==> src/rtl/sd30xx_rtc_writer.sv <==
// Purpose : programs SD30xx RTC time/date via unlock, data write, lock byte sequence.
// Latency : 1 LATCH + steps*(1 + master write time + GAP_CYC) + 1 DONE cycle per request.
// Backpres: holds each byte in ISSUE while i2c_busy; requests are level-held until set_done.
module sd30xx_rtc_writer #(
    parameter logic [6:0] DEV_ADDR  = 7'h32,
    parameter int         GAP_CYC   = 16,
    parameter int         MAX_RETRY = 3
) (
    input  logic        clk,
    input  logic        rstn,
    input  logic        set_time,
    input  logic [23:0] time_2_set,
    input  logic        set_date,
    input  logic [31:0] date_2_set,
    output logic        set_done,
    output logic        wr_err,
    output logic        busy,
    output logic        i2c_req,
    output logic [6:0]  i2c_dev,
    output logic [7:0]  i2c_reg,
    output logic [7:0]  i2c_wdata,
    input  logic        i2c_busy,
    input  logic        i2c_done,
    input  logic        i2c_nack
);

    localparam int RW = $clog2(MAX_RETRY + 2);
    localparam int GW = $clog2(GAP_CYC + 1);
    localparam logic [RW-1:0] RETRY_MAX = RW'(MAX_RETRY);
    localparam logic [GW-1:0] GAP_LOAD  = GW'(GAP_CYC - 1);

    typedef enum logic [2:0] {
        S_IDLE,
        S_LATCH,
        S_ISSUE,
        S_WAIT,
        S_GAP,
        S_DONE
    } state_t;

    state_t          state;
    state_t          state_nxt;
    logic            job_date;   // 0: time job, 1: date job
    logic [31:0]     data;       // request vector frozen at LATCH
    logic [2:0]      step;
    logic [RW-1:0]   retry;
    logic [GW-1:0]   gap_cnt;
    logic            restart;    // GAP follows a NACK: re-issue step 0 without incrementing
    logic            guard;      // blocks request sampling in the cycle right after DONE
    logic [7:0]      tbl_reg;
    logic [7:0]      tbl_dat;
    logic [2:0]      last_step;

    assign i2c_dev = DEV_ADDR;

    // Register/data lookup for the current step of the active job.
    always_comb begin
        tbl_reg   = 8'h00;
        tbl_dat   = 8'h00;
        last_step = job_date ? 3'd7 : 3'd6;
        case (step)
            3'd0: begin tbl_reg = 8'h10; tbl_dat = 8'h80; end
            3'd1: begin tbl_reg = 8'h0F; tbl_dat = 8'h84; end
            3'd2: begin tbl_reg = job_date ? 8'h03 : 8'h00; tbl_dat = data[7:0];  end
            3'd3: begin tbl_reg = job_date ? 8'h04 : 8'h01; tbl_dat = data[15:8]; end
            3'd4: begin
                tbl_reg = job_date ? 8'h05 : 8'h02;
                tbl_dat = job_date ? data[23:16] : {1'b1, data[22:16]};
            end
            3'd5: begin
                tbl_reg = job_date ? 8'h06 : 8'h0F;
                tbl_dat = job_date ? data[31:24] : 8'h00;
            end
            3'd6: begin tbl_reg = job_date ? 8'h0F : 8'h10; tbl_dat = 8'h00; end
            default: begin tbl_reg = 8'h10; tbl_dat = 8'h00; end
        endcase
    end

    // State register.
    always_ff @(posedge clk or negedge rstn) begin
        if (!rstn) state <= S_IDLE;
        else       state <= state_nxt;
    end

    // Next-state decode and FSM-driven outputs.
    always_comb begin
        state_nxt = state;
        set_done  = 1'b0;
        busy      = (state != S_IDLE);
        i2c_req   = 1'b0;
        i2c_reg   = 8'h00;
        i2c_wdata = 8'h00;
        case (state)
            S_IDLE: begin
                if (!guard && (set_time || set_date)) state_nxt = S_LATCH;
            end
            S_LATCH: state_nxt = S_ISSUE;
            S_ISSUE: begin
                i2c_reg   = tbl_reg;
                i2c_wdata = tbl_dat;
                if (!i2c_busy) begin
                    i2c_req   = 1'b1;
                    state_nxt = S_WAIT;
                end
            end
            S_WAIT: begin
                i2c_reg   = tbl_reg;
                i2c_wdata = tbl_dat;
                if (i2c_done) begin
                    if (!i2c_nack || (retry < RETRY_MAX)) state_nxt = S_GAP;
                    else                                  state_nxt = S_DONE;
                end
            end
            S_GAP: begin
                if (gap_cnt == '0)
                    state_nxt = (!restart && (step == last_step)) ? S_DONE : S_ISSUE;
            end
            S_DONE: begin
                set_done  = 1'b1;
                state_nxt = S_IDLE;
            end
            default: state_nxt = S_IDLE;
        endcase
    end

    // Job selection, step/retry/gap bookkeeping and sticky abort flag.
    always_ff @(posedge clk or negedge rstn) begin
        if (!rstn) begin
            job_date <= 1'b0;
            data     <= 32'h0;
            step     <= 3'd0;
            retry    <= '0;
            gap_cnt  <= '0;
            restart  <= 1'b0;
            guard    <= 1'b0;
            wr_err   <= 1'b0;
        end else begin
            guard <= (state == S_DONE);
            case (state)
                S_IDLE: begin
                    if (state_nxt == S_LATCH) job_date <= !set_time;
                end
                S_LATCH: begin
                    data    <= job_date ? date_2_set : {8'h00, time_2_set};
                    step    <= 3'd0;
                    retry   <= '0;
                    restart <= 1'b0;
                end
                S_WAIT: begin
                    if (i2c_done) begin
                        if (!i2c_nack) begin
                            gap_cnt <= GAP_LOAD;
                        end else if (retry < RETRY_MAX) begin
                            retry   <= retry + 1'b1;
                            step    <= 3'd0;
                            restart <= 1'b1;
                            gap_cnt <= GAP_LOAD;
                        end else begin
                            wr_err  <= 1'b1;
                        end
                    end
                end
                S_GAP: begin
                    if (gap_cnt != '0) begin
                        gap_cnt <= gap_cnt - 1'b1;
                    end else if (state_nxt == S_ISSUE) begin
                        if (restart) restart <= 1'b0;
                        else         step    <= step + 3'd1;
                    end
                end
                default: ;
            endcase
        end
    end

endmodule

==> config.mk <==
export PLATFORM = sky130hd
export DESIGN_NAME = sd30xx_rtc_writer
export DESIGN_NICKNAME = d
export VERILOG_FILES = /design/src/rtl/sd30xx_rtc_writer.sv
export SDC_FILE = /design/constraint.sdc
export NUM_CORES = 1
export LEC_CHECK = 0
export CELL_PAD_IN_SITES_DETAIL_PLACEMENT = 1
export CELL_PAD_IN_SITES_GLOBAL_PLACEMENT = 2
export CORE_UTILIZATION = 27
export CTS_CLUSTER_SIZE = 24
export DETAILED_ROUTE_END_ITERATION = 8
export PLACE_DENSITY_LB_ADDON = 0.1
export REMOVE_ABC_BUFFERS = 1
export SLEW_MARGIN = 20
export SYNTH_ARGS = -nofsm -noshare
export SYNTH_HDL_FRONTEND = slang
export SYNTH_SLANG_ARGS = --single-unit
export TNS_END_PERCENT = 50
==> constraint.sdc <==
create_clock -name clk -period 3 [get_ports clk]
set_clock_uncertainty 0.1 [all_clocks]
set_input_delay 0.9 -clock clk [delete_from_list [all_inputs] [get_ports clk]]
set_output_delay 0.9 -clock clk [all_outputs]
set_load 0.02 [all_outputs]
==> results of run 1 <==
-- cells in the mapped netlist (2+ instances only) --
cell / number
nand2_1: 63
dfrtp_1: 50
mux2i_1: 30
o21ai_0: 29
clkbuf_1: 14
a21oi_1: 13
nor2_1: 11
buf_4: 10
inv_1: 10
nand3_1: 10
ha_1: 8
buf_2: 7
nor3_1: 7
a222oi_1: 6
a22oi_1: 4
a211oi_1: 3
a31oi_1: 3
nand2b_1: 3
o22ai_1: 3
and2_1: 2
and3b_1: 2
conb_1: 2
or3b_1: 2
xnor2_1: 2
-- power breakdown --
part | switching [mW] | internal [mW]
sequential | 0.187 | 0.970
clock | 0.225 | 0.187
combinational | 0.946 | 0.790
total | 1.36 | 1.95
-- repair_timing --
item | in CTS | in global routing
setup buffers | 2 | 3
hold buffers | 0 | 0
gates resized for setup | 46 | 20
endpoints found under the setup margin | 14 | 13
endpoints found under the hold margin | 0 | 0
pin swaps | 0 | 4
-- sequential cells by signal, indices dropped and copies added, names as in the netlist --
signal and count:
state 3, step 3, job_date 1, data 32
retry 3, guard 1, restart 1, gap_cnt 5
wr_err 1
-- worst paths after layout --
| path | end | cells past startpoint |
|---|---|---|
| max reg2reg | retry[0]$_DFFE_PN0P_ | 6 |
| max | i2c_wdata[1] | 6 |
| min | data[6]$_DFFE_PN0P_ | 1 |
| min in group clk | data[29]$_DFFE_PN0P_ | 2 |
| max in group asynchronous | job_date$_DFFE_PN0P_ | 2 |
| min reg2reg | data[29]$_DFFE_PN0P_ | 2 |
-- area by class of cell --
class                           count  area, um^2  share of cell area, %
Multi-Input combinational cell    238        1550                   37.8
Inverter                           10        37.5                  0.914
Clock inverter                      1        5.00                  0.122
Clock buffer                        7        86.3                   2.10
Timing Repair Buffer              111        1000                   24.5
Sequential cell                    50        1250                   30.5
Tap cell                          136         170                   4.14
-- placed cells by master, fill, tap and decap left out, types with 6 or more instances in the layout --
cell,count
a21oi_1,13
a222oi_1,6
buf_2,8
buf_4,30
clkbuf_8,6
clkdlybuf4s50_1,64
conb_1,10
dfrtp_1,49
inv_1,9
mux2i_1,30
nand2_1,63
nand3_1,10
nor2_1,10
nor3_1,7
o21ai_0,28
-- logic make-up after synthesis --
family / Yosys count / synth area share (%)
fa+ha+maj: 8 / 3.43
compound gates: 73 / 16.3
other cells: 2 / 0.257
xor+xnor: 3 / 0.901
simple gates: 112 / 18.4
flops: 50 / 42.9
mux: 32 / 11.1
buf+inv: 41 / 6.86
-- through the flow --
step | hold WS [ns] | TNS (ns) | cells
floorplan | 0.339 | -0.709 | 298
global placement | 0.350 | -0.424 | 540
detailed placement | 0.356 | -0.621 | 540
CTS | 0.275 | -0.0686 | 550
global route | 0.264 | -0.0649 | 553
finish | 0.286 | 0 | 553
-- per-layer routing --
metal,vias to the layer above,GRT usage [%]
met4,0,2.68
li1,1290,-
met3,2,3.19
met2,61,26.8
met5,-,0
met1,1256,21.3
==> flow_metrics.tcl, run 1 <==
set metrics [dict create \
    cp_max_fo 4 \
    h-tree-depth 2 \
    crit_arrival_ns 1.93 \
    slowest_delay_ns 0.44 \
    status "finished clean" \
    worstSetupStartpoint "step[1]$_DFFE_PN0P_" \
    rows 37 \
    finalHoldViolations 0 \
    synthesis.area_um2 2920 \
    first_pass_iters 4 \
    syn_inst 321 \
    drt_iter0_drc 109 \
    pre_cts_ws_ns -0.199 \
    post_drt_wl_per_cell_um 15.2 \
    fin_ws_ns 0.0667 \
    drive_gt1_share_pct 17.3 \
    wl_met2_um 3990 \
    maxSlewViolCount 0 \
    grt_max_degree 58 \
    relSlewSlack_pct 39.8 \
    antenna_found_initial 0 \
    area_growth_pct 40.8 \
    synth.avg_cell_area_um2 9.09 \
    cpLargestDelayFamily "compound AO/OA/AOI/OAI gates" \
    place_area_um2 3950 \
    port_buffers 79 \
    reg2reg_slack_ns 0.76 \
    crit-reg2reg-launch "state[0]$_DFF_PN0_" \
    crit_type "flop to output port" \
    yosys.cell_types.count 51 \
    synth_warnings 0 \
    clkTransAtPathRegs_ns 0.09 \
    start_util_pct 28.0 \
    ys_seq_area_share_pct 42.9 \
    cts_max_path_buffers 2 \
    die-area_um2 11200 \
    fill_cells 1239 \
    grt-ovfl-total 0 \
    fin_util_pct 39.4 \
    ys_async_sr_fraction_pct 100 \
    cap_violations 0 \
    worstSkewPairLatency_ns 0.30 \
    path_buf_inv 2 \
    grt_pass1_vias 2756 \
    holdCritPathClass "primary input to asynchronous set/reset pin" \
    total_leakage_power_nw 1.89 \
    max_freq_ghz 0.341 \
    grt_pass1_wl_um 14100 \
    p_total_mw 3.30 \
    startpoint_type "flop" \
    required_ns 2.00 \
    cts_made_buffers 5 \
    antenna_left 0 \
    p_per_area_nw_per_um2 804 \
    tightest_slew_ns 0.901 \
    wl_met1_um 3960 \
    period_share_pct 97.8 \
    die_h_um 106 \
    cp-end-kind "output port" \
    cp_slowest_cell "dfrtp_1" \
    drcViolationCount 0 \
    nNetsFinal 487 \
    synth_enable_flop_cells 0 \
    cts_tree "built" \
    antennaDiodeCount 0 \
    netlist.area_leader.share_pct 42.9 \
    viasPerCell 4.72 \
    hpwlAfterDp_um 6410 \
    ys_seq_elements 50 \
    finalSetupViolations 0 \
    crit_path_cell_trace "ha_2 > ha_4 > buf_6 > a222oi_1 > a21oi_1 > buf_4" \
    pin_count 90 \
    synthFlopType "dfrtp_1" \
    die_width_um 106 \
    peakVddDrop_v 0.000340 \
    design_area_um2 4110 \
    dr_wl_met3_um 413 \
    routed_wl_um 8400 \
    gp_congestion 0.804 \
    core-area_um2 10400 \
    root_buffer "clkbuf_8" \
    min_period_ns 2.93 \
    detailroute.via_count 2609 \
    clock-sinks 50 \
    rsz0062_at_grt "true" \
    top_layer_used "met4" \
    synth.area.top_cells "dfrtp_1 (43%), mux2i_1 (10%), nand2_1 (8.1%)" \
    gr-usage-all-layers_pct 15.9 \
    synth_top_area_cell "dfrtp_1" \
]
No activity file was read; power rests on OpenSTA's default activity.
==> inputs of run 2 (changes only) <==
--- a/config.mk
+++ b/config.mk
@@ -10,6 +10,7 @@
 export CORE_UTILIZATION = 27
 export CTS_CLUSTER_SIZE = 24
 export DETAILED_ROUTE_END_ITERATION = 8
+export GPL_ROUTABILITY_DRIVEN = 0
 export PLACE_DENSITY_LB_ADDON = 0.1
 export REMOVE_ABC_BUFFERS = 1
 export SLEW_MARGIN = 20
==> results of run 2 <==
The final DEF is identical to that of run 1; final timing and power are the same.
